`src/rtl/fetch_pkg.sv`:
```
`default_nettype none
// ============================================================================
// Module   : fetch_pkg
// Purpose  : Shared constants, entry type and helpers for the fetch stage.
//            PC_W   - PC / ROM address width
//            INST_W - instruction width
//            fetch_entry_t - one buffered {pc, instruction} pair
// Revision : 1.0 - initial release
// ============================================================================
package fetch_pkg;

   localparam int PC_W   = 10;
   localparam int INST_W = 9;

   typedef struct packed {
      logic [PC_W-1:0]   pc;
      logic [INST_W-1:0] inst;
   } fetch_entry_t;

   // Pointer width for a circular buffer of 'depth' entries (at least 1 bit).
   function automatic int ptr_width(input int depth);
      return (depth > 1) ? $clog2(depth) : 1;
   endfunction

endpackage
`default_nettype wire

```
`src/rtl/fetch_fifo.sv`:
```
`default_nettype none
// ============================================================================
// Module   : fetch_fifo
// Purpose  : DEPTH-entry circular buffer holding fetched {pc, inst} entries.
//            DEPTH need not be a power of two; pointers wrap explicitly.
// Ports    : Clk    - clock
//            ResetN - asynchronous active-low reset
//            push   - write din at the tail
//            pop    - advance the head
//            clear  - empty the buffer (overrides push/pop)
//            din    - entry to write
//            dout   - head entry (straight from storage, no bypass)
//            count  - number of valid entries, 0..DEPTH
// Revision : 1.0 - initial release
// ============================================================================
module fetch_fifo
   import fetch_pkg::*;
#(
   parameter int  DEPTH   = 3,
   parameter type ENTRY_T = fetch_entry_t
)
(
   input  logic                       Clk,
   input  logic                       ResetN,
   input  logic                       push,
   input  logic                       pop,
   input  logic                       clear,
   input  ENTRY_T                     din,
   output ENTRY_T                     dout,
   output logic [$clog2(DEPTH+1)-1:0] count
);

   localparam int                PTR_W = ptr_width(DEPTH);
   localparam int                CNT_W = $clog2(DEPTH + 1);
   localparam logic [PTR_W-1:0]  LAST  = PTR_W'(DEPTH - 1);

   ENTRY_T           mem [DEPTH];
   logic [PTR_W-1:0] rd_ptr;
   logic [PTR_W-1:0] wr_ptr;

   function automatic logic [PTR_W-1:0] bump(input logic [PTR_W-1:0] p);
      return (p == LAST) ? '0 : p + PTR_W'(1);
   endfunction

   always_ff @(posedge Clk or negedge ResetN) begin
      if (!ResetN) begin
         rd_ptr <= '0;
         wr_ptr <= '0;
         count  <= '0;
         // Storage is cleared so the head reads as zero while in reset.
         for (int i = 0; i < DEPTH; i++) begin
            mem[i] <= '0;
         end
      end else if (clear) begin
         rd_ptr <= '0;
         wr_ptr <= '0;
         count  <= '0;
      end else begin
         if (push) begin
            mem[wr_ptr] <= din;
            wr_ptr      <= bump(wr_ptr);
         end
         if (pop) begin
            rd_ptr <= bump(rd_ptr);
         end
         if (push && !pop) begin
            count <= count + CNT_W'(1);
         end else if (pop && !push) begin
            count <= count - CNT_W'(1);
         end
      end
   end

   assign dout = mem[rd_ptr];

   a_no_overflow : assert property (@(posedge Clk) disable iff (!ResetN)
      !(push && !clear && (count == CNT_W'(DEPTH))));

   a_no_underflow : assert property (@(posedge Clk) disable iff (!ResetN)
      !(pop && !clear && (count == '0)));

endmodule
`default_nettype wire

```
`src/rtl/fetch_queue.sv`:
```
`default_nettype none
// ============================================================================
// Module   : fetch_queue
// Purpose  : Instruction-fetch stage. Issues the PC to a 1-cycle-latency ROM
//            under a credit rule, buffers returned {pc, inst} pairs and hands
//            them to the decoder with valid/ready. Flush discards wrong path.
// Ports    : Clk       - clock
//            ResetN    - asynchronous active-low reset
//            PcIn      - current PC
//            Flush     - branch taken this cycle
//            PcAdvance - PC enable (issue this cycle)
//            InstAddr  - ROM address (= PcIn)
//            InstRdEn  - ROM read strobe (= PcAdvance)
//            InstData  - ROM data, valid the cycle after InstRdEn
//            InstValid - head entry valid to decoder
//            DecReady  - decoder accepts head entry
//            InstOut   - head instruction
//            InstPc    - PC of head instruction
// Revision : 1.0 - initial release
// ============================================================================
module fetch_queue
   import fetch_pkg::*;
#(
   parameter int L     = PC_W,
   parameter int W     = INST_W,
   parameter int DEPTH = 3
)
(
   input  logic         Clk,
   input  logic         ResetN,
   input  logic [L-1:0] PcIn,
   input  logic         Flush,
   output logic         PcAdvance,
   output logic [L-1:0] InstAddr,
   output logic         InstRdEn,
   input  logic [W-1:0] InstData,
   output logic         InstValid,
   input  logic         DecReady,
   output logic [W-1:0] InstOut,
   output logic [L-1:0] InstPc
);

   localparam int CNT_W = $clog2(DEPTH + 1);

   typedef struct packed {
      logic [L-1:0] pc;
      logic [W-1:0] inst;
   } entry_t;

   logic             inflight;
   logic [L-1:0]     inflight_pc;
   logic [CNT_W-1:0] count;
   logic [CNT_W:0]   used;
   logic             push;
   logic             pop;
   entry_t           wr_entry;
   entry_t           head;

   // Credit counts stored entries plus the outstanding read. Same-cycle pops
   // are deliberately ignored so DecReady never reaches PcAdvance.
   assign used      = {1'b0, count} + {{CNT_W{1'b0}}, inflight};
   assign PcAdvance = ResetN && !Flush && (used < (CNT_W + 1)'(DEPTH));
   assign InstRdEn  = PcAdvance;
   assign InstAddr  = PcIn;

   always_ff @(posedge Clk or negedge ResetN) begin
      if (!ResetN) begin
         inflight    <= 1'b0;
         inflight_pc <= '0;
      end else begin
         // PcAdvance is already low on Flush, so an outstanding read dies here.
         inflight <= PcAdvance;
         if (PcAdvance) begin
            inflight_pc <= PcIn;
         end
      end
   end

   assign push          = inflight && !Flush;
   assign pop           = InstValid && DecReady && !Flush;
   assign wr_entry.pc   = inflight_pc;
   assign wr_entry.inst = InstData;

   fetch_fifo #(
      .DEPTH   (DEPTH),
      .ENTRY_T (entry_t)
   ) u_fifo (
      .Clk    (Clk),
      .ResetN (ResetN),
      .push   (push),
      .pop    (pop),
      .clear  (Flush),
      .din    (wr_entry),
      .dout   (head),
      .count  (count)
   );

   assign InstValid = (count != '0);
   assign InstOut   = head.inst;
   assign InstPc    = head.pc;

   a_credit : assert property (@(posedge Clk) disable iff (!ResetN)
      used <= (CNT_W + 1)'(DEPTH));

endmodule
`default_nettype wire

```
`config.mk`:
```
export PLATFORM = sky130hd
export DESIGN_NAME = fetch_queue
export DESIGN_NICKNAME = d
export VERILOG_FILES = /design/src/rtl/fetch_pkg.sv /design/src/rtl/fetch_fifo.sv /design/src/rtl/fetch_queue.sv
export SDC_FILE = /design/constraint.sdc
export NUM_CORES = 1
export LEC_CHECK = 0
export BUFFER_PORTS_ARGS = -buffer_cell sky130_fd_sc_hd__buf_2
export CORE_MARGIN = 2
export CORE_UTILIZATION = 30
export CTS_CLUSTER_SIZE = 14
export DETAILED_ROUTE_END_ITERATION = 7
export GPL_ROUTABILITY_DRIVEN = 0
export PLACE_DENSITY = 0.55
export SLEW_MARGIN = 20
export SYNTH_ARGS = -nofsm -noshare
export SYNTH_HDL_FRONTEND = slang
export SYNTH_SLANG_ARGS = --single-unit
```
`constraint.sdc`:
```
create_clock -name Clk -period 3.58 [get_ports Clk]
set_input_delay 0.537 -clock Clk [delete_from_list [all_inputs] [get_ports Clk]]
set_output_delay 0.537 -clock Clk [all_outputs]
set_load 0.03 [all_outputs]
```
Word level (Yosys, flattened, before mapping)
Cells that the tools add are included.
W data, S select, Z words.
{ "totals": {"inputBits": 23, "romBits": 0, "latchBits": 0, "word_cells": 56, "mem_count": 0, "ff_bits": 74, "ram_bits": 0, "out_inout_bits": 32} }
{ "op_classes": {"shifts": 0, "n_div": 0, "reduce_logical": 16, "muxes": 15, "order_cmp": 4, "n_addsub": 5, "bitwise": 3, "n_eq_ne": 2, "multipliers": 0} }
{ "ops": {"columns": ["operator", "n"], "rows": [
  ["$bwmux W57", 1],
  ["$mux W19", 3],
  ["$bmux W19 S2", 1],
  ["$demux W19 S2", 1],
  ["$mux W2", 9],
  ["$logic_and A1 B1 Y1", 8],
  ["$add A2 B1 Y2 const B", 3],
  ["$ge A3 B3 Y1 const B", 2],
  ["$not A2 Y3", 2],
  ["$reduce_bool A2 Y1", 3],
  ["$eq A2 B2 Y1 const B", 2],
  ["$add A2 B1 Y3", 1],
  ["$logic_not A1 Y1", 3],
  ["$lt A3 B1 Y1 const B", 1],
  ["$lt A3 B2 Y1 const B", 1],
  ["$reduce_bool A3 Y1", 1],
  ["$reduce_and A2 Y1", 1],
  ["$sub A2 B1 Y2 const B", 1],
  ["$not A1 Y1", 1]
]} }

Longest topological paths before layout
Gate-level depths: netlist of run 1.
{ "logic_depth": {"ltp_word": 7, "mapped_depth": 7, "ltp_nobuf": 5} }

Hierarchy
From an unflattened synthesis of run 1, not the netlist that was laid out.
{ "hier_totals": {"hier_cells": 257, "hier_area_um2": 3575.9} }
{ "by_module_without_submodules": {"columns": ["mod", "area_each_um2", "cells_per_inst", "n_inst"], "rows": [
  ["fetch_fifo", 2989.1, 215, 1],
  ["fetch_queue", 586.8, 42, 1]
]} }

Worst setup path before layout of run 1
OpenSTA, ideal clock, no wires.
{ "synth_timing": {"path_type": "register to output", "from": "register inflight", "to": "output port PcAdvance", "stages_incl_launch_ff": 8, "path_slack_ps": 1323, "t_arrival_ps": 1720, "path_buffers": 2, "path_cell_list": "dfrtp_1 > ha_1 > ha_1 > nand2_1 > nand3_1 > buf_2 > inv_1 > buf_4"} }
{ "synth_via": {"elab_chain_len": 3} }
{ "synth_lines": {"columns": ["item", "line", "source"], "rows": [
  ["from (decl)", "fetch_queue.sv:50", "logic inflight;"],
  ["from (signal assigned)", "fetch_queue.sv:72", "inflight <= PcAdvance;"],
  ["$add A2 B1 Y3", "fetch_queue.sv:61", "assign used = {1'b0, count} + {{CNT_W{1'b0}}, inflight};"],
  ["$lt A3 B2 Y1", "fetch_queue.sv:62", "assign PcAdvance = ResetN && !Flush && (used < (CNT_W + 1)'(DEPTH));"],
  ["$logic_and A1 B1 Y1", "fetch_queue.sv:62", null],
  ["to (decl)", "fetch_queue.sv:33", "output logic PcAdvance,"]
]} }
Every way passes these cells.

Worst setup path after layout of run 1
{ "layout_timing": {"from": "register u_fifo.rd_ptr[1]", "to": "output port InstPc[8]"} }
{ "layout_via": {"elab_chain_len": 4} }
{ "layout_lines": {"columns": ["item", "line", "source"], "rows": [
  ["from (decl)", "fetch_fifo.sv:38", "logic [PTR_W-1:0] rd_ptr;"],
  ["from (signal assigned)", "fetch_fifo.sv:64", "rd_ptr <= bump(rd_ptr);"],
  ["$not A2 Y3 (not written as such)", "fetch_fifo.sv:74", "assign dout = mem[rd_ptr];"],
  ["$bmux W19 S2", "fetch_fifo.sv:74", null],
  ["$mux W19 (not written as such) (2 in series)", "fetch_fifo.sv:74", null],
  ["to (decl)", "fetch_queue.sv:40", "output logic [L-1:0] InstPc"]
]} }
Every way passes these cells. The select of a mux whose other input is x is not followed.

==> flow_metrics.py, run 1 <==
metrics = {
    "clock_network": {
        "cts_tree": "yes",
        "clk_latency_ns": 0.35,
        "cts_hold_buf": 0,
        "cts_max_level": 3,
        "clk_path_buf_depth": 2,
        "clk_pin_slew_ns": 0.08,
        "cts_resized": 0,
        "cts_made_buffers": 9,
        "cts_setup_buffers": 0,
        "cts_root_buf": "clkbuf_8",
        "cts.sinks": 74,
    },
    "placement": {
        "place_inst": 431,
        "numPortBuffers": 54,
        "dpl.hpwl_mm": 4.526,
        "place_worst_setup_slack_ns": 1.327,
    },
    "setup_path": {
        "cp_slowest_stage_delay_ns": 0.75,
        "reg2reg_slack_ns": 1.59,
        "reg2reg_from": "inflight",
        "path_cells": "nor2b_2 -> nand2_1 -> o21ai_0 -> buf_2",
        "worstPathBufferInverterCount": 1,
        "crit_fanout": 20,
        "endpoint_kind": "primary output",
        "arrival_ns": 2.00,
        "startpoint_type": "register",
        "crit_path_top_delay_cell": "nor2b_2",
        "path_delay_family": "simple AND/OR/NAND/NOR gates",
        "worstSetupPathType": "reg2out",
        "r2r-end": "u_fifo.mem[19]",
        "crit_required_ns": 3.04,
        "worst_r2r_path_depth": 4,
    },
    "sta": {
        "relSlewSlack_pct": 36.31,
        "fmax_ghz": 0.3948,
        "setup_viol": 0,
        "finalSetupTns_ns": 0,
        "skew_ns": 0.01168,
        "maxSlewViolCount": 0,
        "rsz0062_at_grt": "false",
        "worst_slack_ns": 1.047,
        "finalCritPeriodShare_pct": 70.76,
        "finalHoldViolCount": 0,
        "tightest_slew_ns": 0.9510,
        "period_minus_slack_ns": 2.533,
    },
    "yosys": {
        "synth_top_area_cell": "dfrtp_1",
        "yosysWarnings": 0,
        "yosysSeqAreaShare_pct": 55.10,
        "async_reset_ff_share_pct": 100.0,
        "syn_area_sq_mm": 0.003361,
        "synth_top_area_share_pct": 55.10,
        "synth-edff-count": 0,
        "synth_nets": 278,
        "netlist_instances": 253,
        "synth_cell_types": 27,
        "ys_ff_latch": 74,
        "postSynthAreaPerCell_sq_um": 13.28,
        "synth_ff_type": "dfrtp_1",
        "synth.area.top_cells": "dfrtp_1 55%, mux2_2 22%, mux2i_1 6.9%, o21ai_0 3.1%, buf_4 2.9%",
    },
    "power_and_ir_drop": {
        "ir_worst_vdd_uv": 219.5,
        "switching_power_w": 0.0007225,
        "p_clk_share_pct": 31.8,
        "power_frac_comb_pct": 22.6,
        "p_per_area_mw_per_mm2": 613.8,
        "internal_power_w": 0.001711,
        "switching_share_pct": 29.69,
        "power_w": 0.002434,
        "seq_power_share_pct": 45.6,
        "p_leak_nw": 1.774,
    },
    "detailed_routing": {
        "route.detailed.drc": 0,
        "wire_per_inst_um": 15.43,
        "routed_wl_mm": 6.898,
        "vias_per_cell": 4.698,
        "postRouteAntennaNets": 0,
        "vias": 2100,
        "drt_iter0_markers": 102,
        "drt_pre_antenna_iters": 4,
    },
    "floorplan": {
        "core_sq_mm": 0.01089,
        "fp.dieArea_sq_mm": 0.01206,
        "die_w_um": 109.8,
        "floorplan.rows": 38,
        "dieHeight_um": 109.8,
        "ios": 55,
        "initial_core_util_pct": 30.87,
    },
    "final_layout": {
        "finalNonFillerCells": 447,
        "final_net_count": 327,
        "final_layout_size_suffix_gt1_share_pct": 48.53,
        "fillerInstances": 1085,
        "area_delta_synth_final_pct": 17.98,
        "antenna_cells": 0,
        "fin_util_pct": 36.42,
    },
    "status": {
        "run_status": "complete, no violations",
    },
    "global_route": {
        "grt_first_pass_wirelength_mm": 11.09,
        "grt_max_degree": 75,
        "antenna_found_initial": 0,
        "grt-ovfl-total": 0,
        "grt_pass1_vias": 2084,
        "grtUsageTotal_pct": 12.49,
    },
    "flow_run": {
        "drv_cap": 0,
    },
    "worst_hold_path": {
        "hold_path_class": "in2reg",
        "whs_path_depth": 2,
        "min_from": "PcIn[3]",
        "hold_end": "inflight_pc[3]",
    },
}
[flip-flops by register name, summed over array words and instances, names as in the netlist]
signal and flops:
u_fifo.rd_ptr 2, inflight 1, u_fifo.mem 57, inflight_pc 10, u_fifo.wr_ptr 2, u_fifo.count 2
[synth_stat cells, types with 2 or more instances]
| library cell | instances |
|---|---|
| dfrtp_1 | 74 |
| mux2_2 | 66 |
| mux2i_1 | 23 |
| nand2_1 | 22 |
| o21ai_0 | 21 |
| buf_4 | 13 |
| clkbuf_1 | 4 |
| nor2_1 | 4 |
| a21oi_1 | 3 |
| buf_2 | 3 |
| buf_6 | 2 |
| ha_1 | 2 |
| or2_2 | 2 |
[per-layer routing]
layer,vias up,global-route usage [%],wire [um]
li1,974,-,-
met1,1070,16.39,3169
met2,49,19.68,3306
met3,7,3.972,346
met4,0,3.797,75
met5,-,0,0
[per-stage QoR]
stage | instance area (sq um) | hold slack [ns]
2_1_floorplan | 3361 | 0.2414
3_3_place_gp | 3722 | 0.4677
3_5_place_dp | 3722 | 0.4953
4_1_cts | 3965 | 0.4179
5_1_grt | 3965 | 0.4187
6_report | 3965 | 0.4356
[area by class of cell]
type	instances	area [sq um]	area share, %
inverter	1	3.754	0.09467
clock inverter	6	115.1	2.903
sequential	74	1852	46.70
multi-input combinational	155	1354	34.14
timing repair buffer	61	337.8	8.520
tap	140	175.2	4.418
clock buffer	10	127.6	3.219
[how the worst max path moves through the flow]
| stage | depth (start not counted) | slack [ns] | end | from |
|---|---|---|---|---|
| 6_report | 4 | 1.05 | InstPc[8] | u_fifo.rd_ptr[1] |
| 5_1_grt | 4 | 0.88 | InstPc[5] | u_fifo.rd_ptr[1] |
| 4_1_cts | 4 | 0.98 | InstPc[0] | u_fifo.rd_ptr[1] |
| 3_5_place_dp | 5 | 1.33 | u_fifo.mem[19] | Flush |
| 3_3_place_gp | 4 | 1.39 | InstPc[3] | u_fifo.rd_ptr[1] |
| 2_1_floorplan | 7 | 1.32 | PcAdvance | inflight |
[power groups by stage]
stage	registers [W]	clock network (W)	logic (W)
3_5_place_dp	0.00113	0	0.000559
2_1_floorplan	0.00109	0	0.000417
3_3_place_gp	0.00112	0	0.000551
4_1_cts	0.00111	0.000802	0.000561
6_report	0.00111	0.000774	0.000549
5_1_grt	0.00114	0.000841	0.000601
[placed cells by master, fill, tap and decap left out, types with 2 or more instances in the layout]
cell type / count
bufinv_16: 3
mux2i_1: 23
a21oi_1: 3
o21ai_0: 21
ha_1: 2
dfrtp_1: 74
nand2_1: 22
or2_2: 2
clkbuf_8: 9
buf_4: 7
clkinv_4: 2
buf_2: 53
nor2_1: 4
mux2_2: 66
[cell families after synthesis]
logic type,after synthesis,share of synthesized area (%)
AOI/OAI and AO/OA,25,3.835
adders and majority gates,2,0.7445
buffers and inverters,24,5.025
DFF,74,55.10
muxes,90,29.30
and+or+nand+nor,38,5.994
(Power assumes the default switching activity.)
==> run 2: changes to the inputs <==
--- a/config.mk
+++ b/config.mk
@@ -5,6 +5,7 @@
 export SDC_FILE = /design/constraint.sdc
 export NUM_CORES = 1
 export LEC_CHECK = 0
+export ABC_AREA = 1
 export BUFFER_PORTS_ARGS = -buffer_cell sky130_fd_sc_hd__buf_2
 export CORE_MARGIN = 2
 export CORE_UTILIZATION = 30
==> constraint.sdc (replaced) <==
create_clock -name Clk -period 2.63 [get_ports Clk]
set_input_delay 0.3945 -clock Clk [delete_from_list [all_inputs] [get_ports Clk]]
set_output_delay 0.3945 -clock Clk [all_outputs]
set_load 0.03 [all_outputs]
==> run 2 against run 1 <==
Power is 81% higher. Critical path depth is 1 higher. Sequential share of layout area is 0.088 points lower. Critical endpoint is now InstPc[3]. Largest power group unchanged. Highest routed layer unchanged.
==> flow_metrics.py, run 2 <==
metrics = {
    "clock_network": {
        "cts_setup_buffers": 0,
        "cts_root_buf": "clkbuf_16",
        "clk_pin_slew_ns": 0.06,
        "cts.sinks": 74,
        "cts_tree": "yes",
        "cts_max_level": 3,
        "cts_made_buffers": 9,
        "clk_latency_ns": 0.33,
        "clk_path_buf_depth": 2,
        "cts_hold_buf": 0,
        "cts_resized": 0,
    },
    "final_layout": {
        "largest_reg_flops": 57,
        "final_layout_size_suffix_gt1_share_pct": 24.24,
        "multi_input_area_sq_mm": 0.001195,
        "seqCellArea_sq_mm": 0.001852,
        "antenna_cells": 0,
        "largestRegisters": "u_fifo.mem (57), inflight_pc (10)",
        "regMostFlops": "u_fifo.mem",
        "fillerInstances": 1157,
        "area_delta_synth_final_pct": 17.29,
        "fin_util_pct": 36.33,
        "final_common_cell": "nand2_1",
        "final_net_count": 445,
        "final_cell_mix": "96 x nand2_1, 74 x dfrtp_1, 61 x nand3_1",
    },
    "sta": {
        "fmax_ghz": 0.4692,
        "rsz0062_at_grt": "false",
        "finalCritPeriodShare_pct": 81.04,
        "setup_viol": 0,
        "finalHoldViolCount": 0,
        "period_minus_slack_ns": 2.131,
        "skew_ns": 0.005349,
        "tightest_slew_ns": 0.9297,
        "maxSlewViolCount": 0,
        "finalSetupTns_ns": 0,
        "relSlewSlack_pct": 38.02,
    },
    "setup_path": {
        "worstPathBufferInverterCount": 3,
        "cp_num_cells": 5,
        "startpoint_type": "register",
        "r2r-end": "u_fifo.mem[38]",
        "endpoint_kind": "primary output",
        "critPathCapture": "InstPc[3]",
        "path_cells": "inv_1 -> buf_4 -> nand3_1 -> nand3_1 -> buf_2",
        "cp_slowest_stage_delay_ns": 0.37,
        "reg2reg_from": "inflight",
        "crit_start": "u_fifo.rd_ptr[1]",
        "crit_path_top_delay_cell": "dfrtp_1",
        "crit_required_ns": 2.24,
        "arrival_ns": 1.74,
        "worstSetupPathType": "reg2out",
        "path_delay_family": "buffers and inverters",
        "worst_r2r_path_depth": 6,
        "reg2reg_slack_ns": 0.95,
        "crit_fanout": 13,
        "crit_top_cell": "nand3_1",
    },
    "global_route": {
        "grtUsageTotal_pct": 13.91,
        "grt_first_pass_wirelength_mm": 12.81,
        "grt_pass1_vias": 2526,
        "grt-ovfl-total": 0,
        "grt_max_degree": 75,
        "antenna_found_initial": 0,
    },
    "detailed_routing": {
        "vias": 2646,
        "postRouteAntennaNets": 0,
        "drt_pre_antenna_iters": 4,
        "route.detailed.drc": 0,
        "drt_iter0_markers": 165,
        "vias_per_cell": 4.683,
        "wire_per_inst_um": 13.64,
        "routed_wl_mm": 7.709,
    },
    "yosys": {
        "synth_mux_area_share_pct": 0,
        "yosysSeqAreaShare_pct": 54.67,
        "syn_area_sq_mm": 0.003387,
        "synth_ff_type": "dfrtp_1",
        "synth_cell_types": 24,
        "synth_nets": 405,
        "async_reset_ff_share_pct": 100.0,
        "synth_compound_area_share_pct": 12.04,
        "yosysWarnings": 0,
        "synth-edff-count": 0,
        "synth_top_area_cell": "dfrtp_1",
        "synth_xor_area_share_pct": 0,
        "synthTopCellsByCount": "96 x nand2_1, 74 x dfrtp_1, 61 x nand3_1",
        "synth_adder_area_share_pct": 0.7388,
        "netlist_instances": 380,
        "ys_ff_latch": 74,
        "synth_top_family_by_area": "simple AND/OR/NAND/NOR gates",
        "synth-simple-area-share_pct": 22.42,
        "yosysMostFrequentCell": "nand2_1",
        "synth_top_area_share_pct": 54.67,
        "synth.area.top_cells": "dfrtp_1 55%, nand2_1 11%, nand3_1 9.0%, o21ai_0 5.6%, o21ai_1 3.4%",
        "postSynthAreaPerCell_sq_um": 8.913,
    },
    "floorplan": {
        "initial_core_util_pct": 30.97,
        "dieHeight_um": 110.3,
        "core_sq_mm": 0.01094,
        "fp.dieArea_sq_mm": 0.01216,
        "floorplan.rows": 38,
        "die_w_um": 110.3,
        "ios": 55,
    },
    "status": {
        "run_status": "complete, no violations",
    },
    "power_and_ir_drop": {
        "p_leak_nw": 1.967,
        "p_per_area_mw_per_mm2": 1110,
        "ir_worst_vdd_uv": 380.6,
    },
    "worst_hold_path": {
        "hold_path_class": "in2reg",
    },
    "placement": {
        "numPortBuffers": 54,
        "dpl.hpwl_mm": 5.064,
    },
    "flow_run": {
        "drv_cap": 0,
    },
}
run 2: final cells by class:
cell class	count	share of cell area [%]
clock buffers	11	6.362
repair buffers	64	8.756
clock inverters	5	1.323
flip-flops and latches	74	46.61
inverters	26	2.457
multi-input cells	245	30.08
well taps	140	4.409
run 2: cells by family (layout without fill, tap and decap cells):
group,after synthesis,count (layout)
simple gates,170,170
fa+ha+maj,2,2
compound gates,73,73
flops,74,74
buf+inv,61,106
run 2: layer usage:
| layer | share of wire (%) | GRT usage (%) | vias up |
|---|---|---|---|
| met2 | 44 | 20.68 | 69 |
| met5 | 0 | 0 | - |
| met1 | 49 | 20.02 | 1247 |
| met3 | 5.4 | 2.998 | 9 |
| met4 | 1.2 | 4.821 | 0 |
| li1 | - | - | 1321 |
run 2: worst min-delay path, cell delays in order:
cell	delay (ns)
buf_2	0.08
nand2_1	0.04
o21ai_0	0.05
run 2: how the worst min path moves through the flow:
stage	slack, ns	from	cells past startpoint	end
2_1_floorplan	0.1	ResetN	0	inflight
3_3_place_gp	0.46	u_fifo.mem[0]	2	u_fifo.mem[0]
3_5_place_dp	0.47	u_fifo.mem[0]	2	u_fifo.mem[0]
4_1_cts	0.28	PcIn[1]	3	inflight_pc[1]
5_1_grt	0.28	PcIn[8]	3	inflight_pc[8]
6_report	0.28	PcIn[3]	3	inflight_pc[3]
run 2: power breakdown:
| part | internal (W) | total [W] | switching, W |
|---|---|---|---|
| logic | 0.000463 | 0.00148 | 0.00101 |
| registers | 0.00151 | 0.00171 | 0.000193 |
| clock network | 0.000780 | 0.00123 | 0.000449 |
run 2: stage by stage:
stage / cells / worst slack [ns] / area (sq um) / power [W] / hold WS, ns
after floorplan: 380 / 0.7207 / 3387 / 0.002796 / 0.09891
after global routing: 565 / 0.3084 / 3973 / 0.004734 / 0.2811
after CTS: 565 / 0.4589 / 3973 / 0.004477 / 0.2783
final: 565 / 0.4987 / 3973 / 0.004411 / 0.2820
after detailed placement: 549 / 0.7870 / 3667 / 0.003226 / 0.4685
after global placement: 549 / 0.8113 / 3667 / 0.003197 / 0.4631
==> run 3: changes to the inputs <==
==> constraint.sdc (replaced) <==
create_clock -name Clk -period 2.1 [get_ports Clk]
set_input_delay 0.315 -clock Clk [delete_from_list [all_inputs] [get_ports Clk]]
set_output_delay 0.315 -clock Clk [all_outputs]
set_load 0.03 [all_outputs]
==> run 3 against run 2 <==
Flip-flop and latch count did not move. Clock-buffer cell count fell by 1. Non-clock buffer count rose by 7. Power rose by 27%. Global-route usage rose by 0.40 points. Clock skew rose by 0.0038 ns. Largest cell class unchanged. Largest power group unchanged.
==> flow_metrics.py, run 3 (synthesized netlist as in run 2, its figures left out) <==
metrics = {
    "status": {
        "run_status": "complete, no violations",
    },
    "final_layout": {
        "final_cell_mix": "96 x nand2_1, 73 x dfrtp_1, 61 x nand3_1",
        "largestRegisters": "u_fifo.mem (57), inflight_pc (10)",
        "antenna_cells": 0,
        "fillerInstances": 1134,
        "final_common_cell": "nand2_1",
        "largest_reg_flops": 57,
        "final_net_count": 452,
        "fin_util_pct": 37.27,
        "fin_area_sq_mm": 0.004075,
        "area_delta_synth_final_pct": 20.32,
        "final_layout_size_suffix_gt1_share_pct": 25.69,
        "regMostFlops": "u_fifo.mem",
    },
    "clock_network": {
        "cts_max_level": 3,
        "cts.sinks": 74,
        "cts_hold_buf": 0,
        "clk_latency_ns": 0.33,
        "cts_tree": "yes",
        "cts_made_buffers": 9,
        "clk_path_buf_depth": 2,
        "cts_root_buf": "clkbuf_16",
        "clk_pin_slew_ns": 0.06,
    },
    "detailed_routing": {
        "top_layer": "met4",
        "route.detailed.drc": 0,
        "vias": 2636,
        "vias_per_cell": 4.608,
        "wl_met1_mm": 3.756,
        "wire_per_inst_um": 13.85,
        "drt_iter0_markers": 194,
        "wl_met2_mm": 3.771,
        "routed_wl_mm": 7.921,
        "drt_pre_antenna_iters": 5,
        "wl_met3_um": 344,
        "postRouteAntennaNets": 0,
    },
    "sta": {
        "tightest_slew_ns": 0.9383,
        "skew_ns": 0.009182,
        "finalCritPeriodShare_pct": 96.78,
        "setup_viol": 0,
        "relSlewSlack_pct": 37.45,
        "fmax_ghz": 0.4921,
        "period_minus_slack_ns": 2.032,
        "finalHoldViolCount": 0,
        "maxSlewViolCount": 0,
    },
    "floorplan": {
        "initial_core_util_pct": 30.97,
        "dieHeight_um": 110.3,
        "ios": 55,
        "fp.dieArea_sq_mm": 0.01216,
        "die_w_um": 110.3,
        "core_sq_mm": 0.01094,
        "floorplan.rows": 38,
    },
    "power_and_ir_drop": {
        "p_leak_nw": 2.001,
        "ir_worst_vdd_uv": 505.6,
        "p_per_area_mw_per_mm2": 1376,
    },
    "placement": {
        "postPlaceCellArea_sq_mm": 0.003737,
        "numPortBuffers": 54,
        "dpl.hpwl_mm": 5.098,
    },
    "setup_path": {
        "worst_r2r_path_depth": 6,
        "cp_slowest_stage_delay_ns": 0.45,
        "cp_num_cells": 5,
        "crit_fanout": 6,
        "endpoint_kind": "primary output",
        "crit_required_ns": 1.78,
        "worstSetupPathType": "reg2out",
        "path_delay_family": "flip-flops",
        "crit_path_top_delay_cell": "dfrtp_2",
        "worstPathBufferInverterCount": 1,
        "path_cells": "ha_4 -> ha_1 -> nand3b_1 -> a21oi_4 -> buf_6",
        "arrival_ns": 1.72,
        "startpoint_type": "register",
    },
    "worst_hold_path": {
        "whs_path_depth": 3,
        "hold_path_class": "in2reg",
    },
    "global_route": {
        "grt_first_pass_wirelength_mm": 13.14,
        "grt-ovfl-total": 0,
        "grt_pass1_vias": 2584,
        "grtUsageTotal_pct": 14.32,
        "antenna_found_initial": 0,
        "grt_max_degree": 75,
    },
    "flow_run": {
        "drv_cap": 0,
    },
}
-- run 3: cell types whose count changed in the layout (fill, tap and decap cells not counted), sizes merged --
cell	change
clkbuf	-1
clkinvlp	+1
buf	+7
-- run 3: final timing paths --
kind | from | to | slack [ns]
worst max register to register | u_fifo.count[0] | inflight_pc[7] | 0.41
min in group asynchronous | ResetN | inflight_pc[1] | 0.23
worst min register to register | u_fifo.mem[5] | u_fifo.mem[5] | 0.48
worst max-delay path | u_fifo.count[0] | InstRdEn | 0.07
max in group asynchronous | ResetN | u_fifo.count[0] | 1.19
worst min-delay path | PcIn[1] | inflight_pc[1] | 0.20
-- run 3: where the power goes --
part           switching, W  leakage [nW]  internal (W)
Combinational       0.00129         0.896      0.000644
Sequential         0.000267         0.967       0.00190
Clock              0.000594         0.139      0.000922
-- run 3: cell type report --
class,instances,area [sq um],area share [%]
multi-input combinational,245,1215,29.81
inverter,26,97.59,2.395
sequential,74,1853,45.47
clock buffer,10,229.0,5.619
tap,140,175.2,4.298
clock inverter,6,67.56,1.658
timing repair buffer,71,437.9,10.75
-- run 3: metrics by stage --
stage | worst slack [ns] | hold slack (ns) | power [W] | TNS (ns) | cells
2_1_floorplan | 0.2702 | 0.01941 | 0.003502 | 0 | 380
3_3_place_gp | 0.3398 | 0.4654 | 0.004050 | 0 | 555
3_5_place_dp | 0.2865 | 0.4707 | 0.004101 | 0 | 555
4_1_cts | -0.02507 | 0.1922 | 0.005651 | -0.04812 | 571
5_1_grt | -0.009644 | 0.2002 | 0.005993 | -0.01650 | 572
6_report | 0.06772 | 0.2000 | 0.005609 | 0 | 572
-- run 3: worst register-to-register path, stage by stage (launching register included) --
cell and delay (ns):
dfrtp_2 0.45, ha_4 0.17, ha_1 0.17, nand3b_1 0.20
a21oi_4 0.23, buf_4 0.25, o21ai_0 0.10
-- run 3: timing repair --
item	4_1_cts	5_1_grt
setup endpoints to repair	2	2
pin swaps	0	0
setup buffers	0	1
cloned	0	0
gates resized for setup	1	9
-- run 3: metal layers --
| layer | GRT usage (%) | vias up |
|---|---|---|
| li1 | - | 1333 |
| met1 | 19.02 | 1237 |
| met2 | 23.14 | 61 |
| met3 | 3.880 | 5 |
| met4 | 3.750 | 0 |
| met5 | 0 | - |
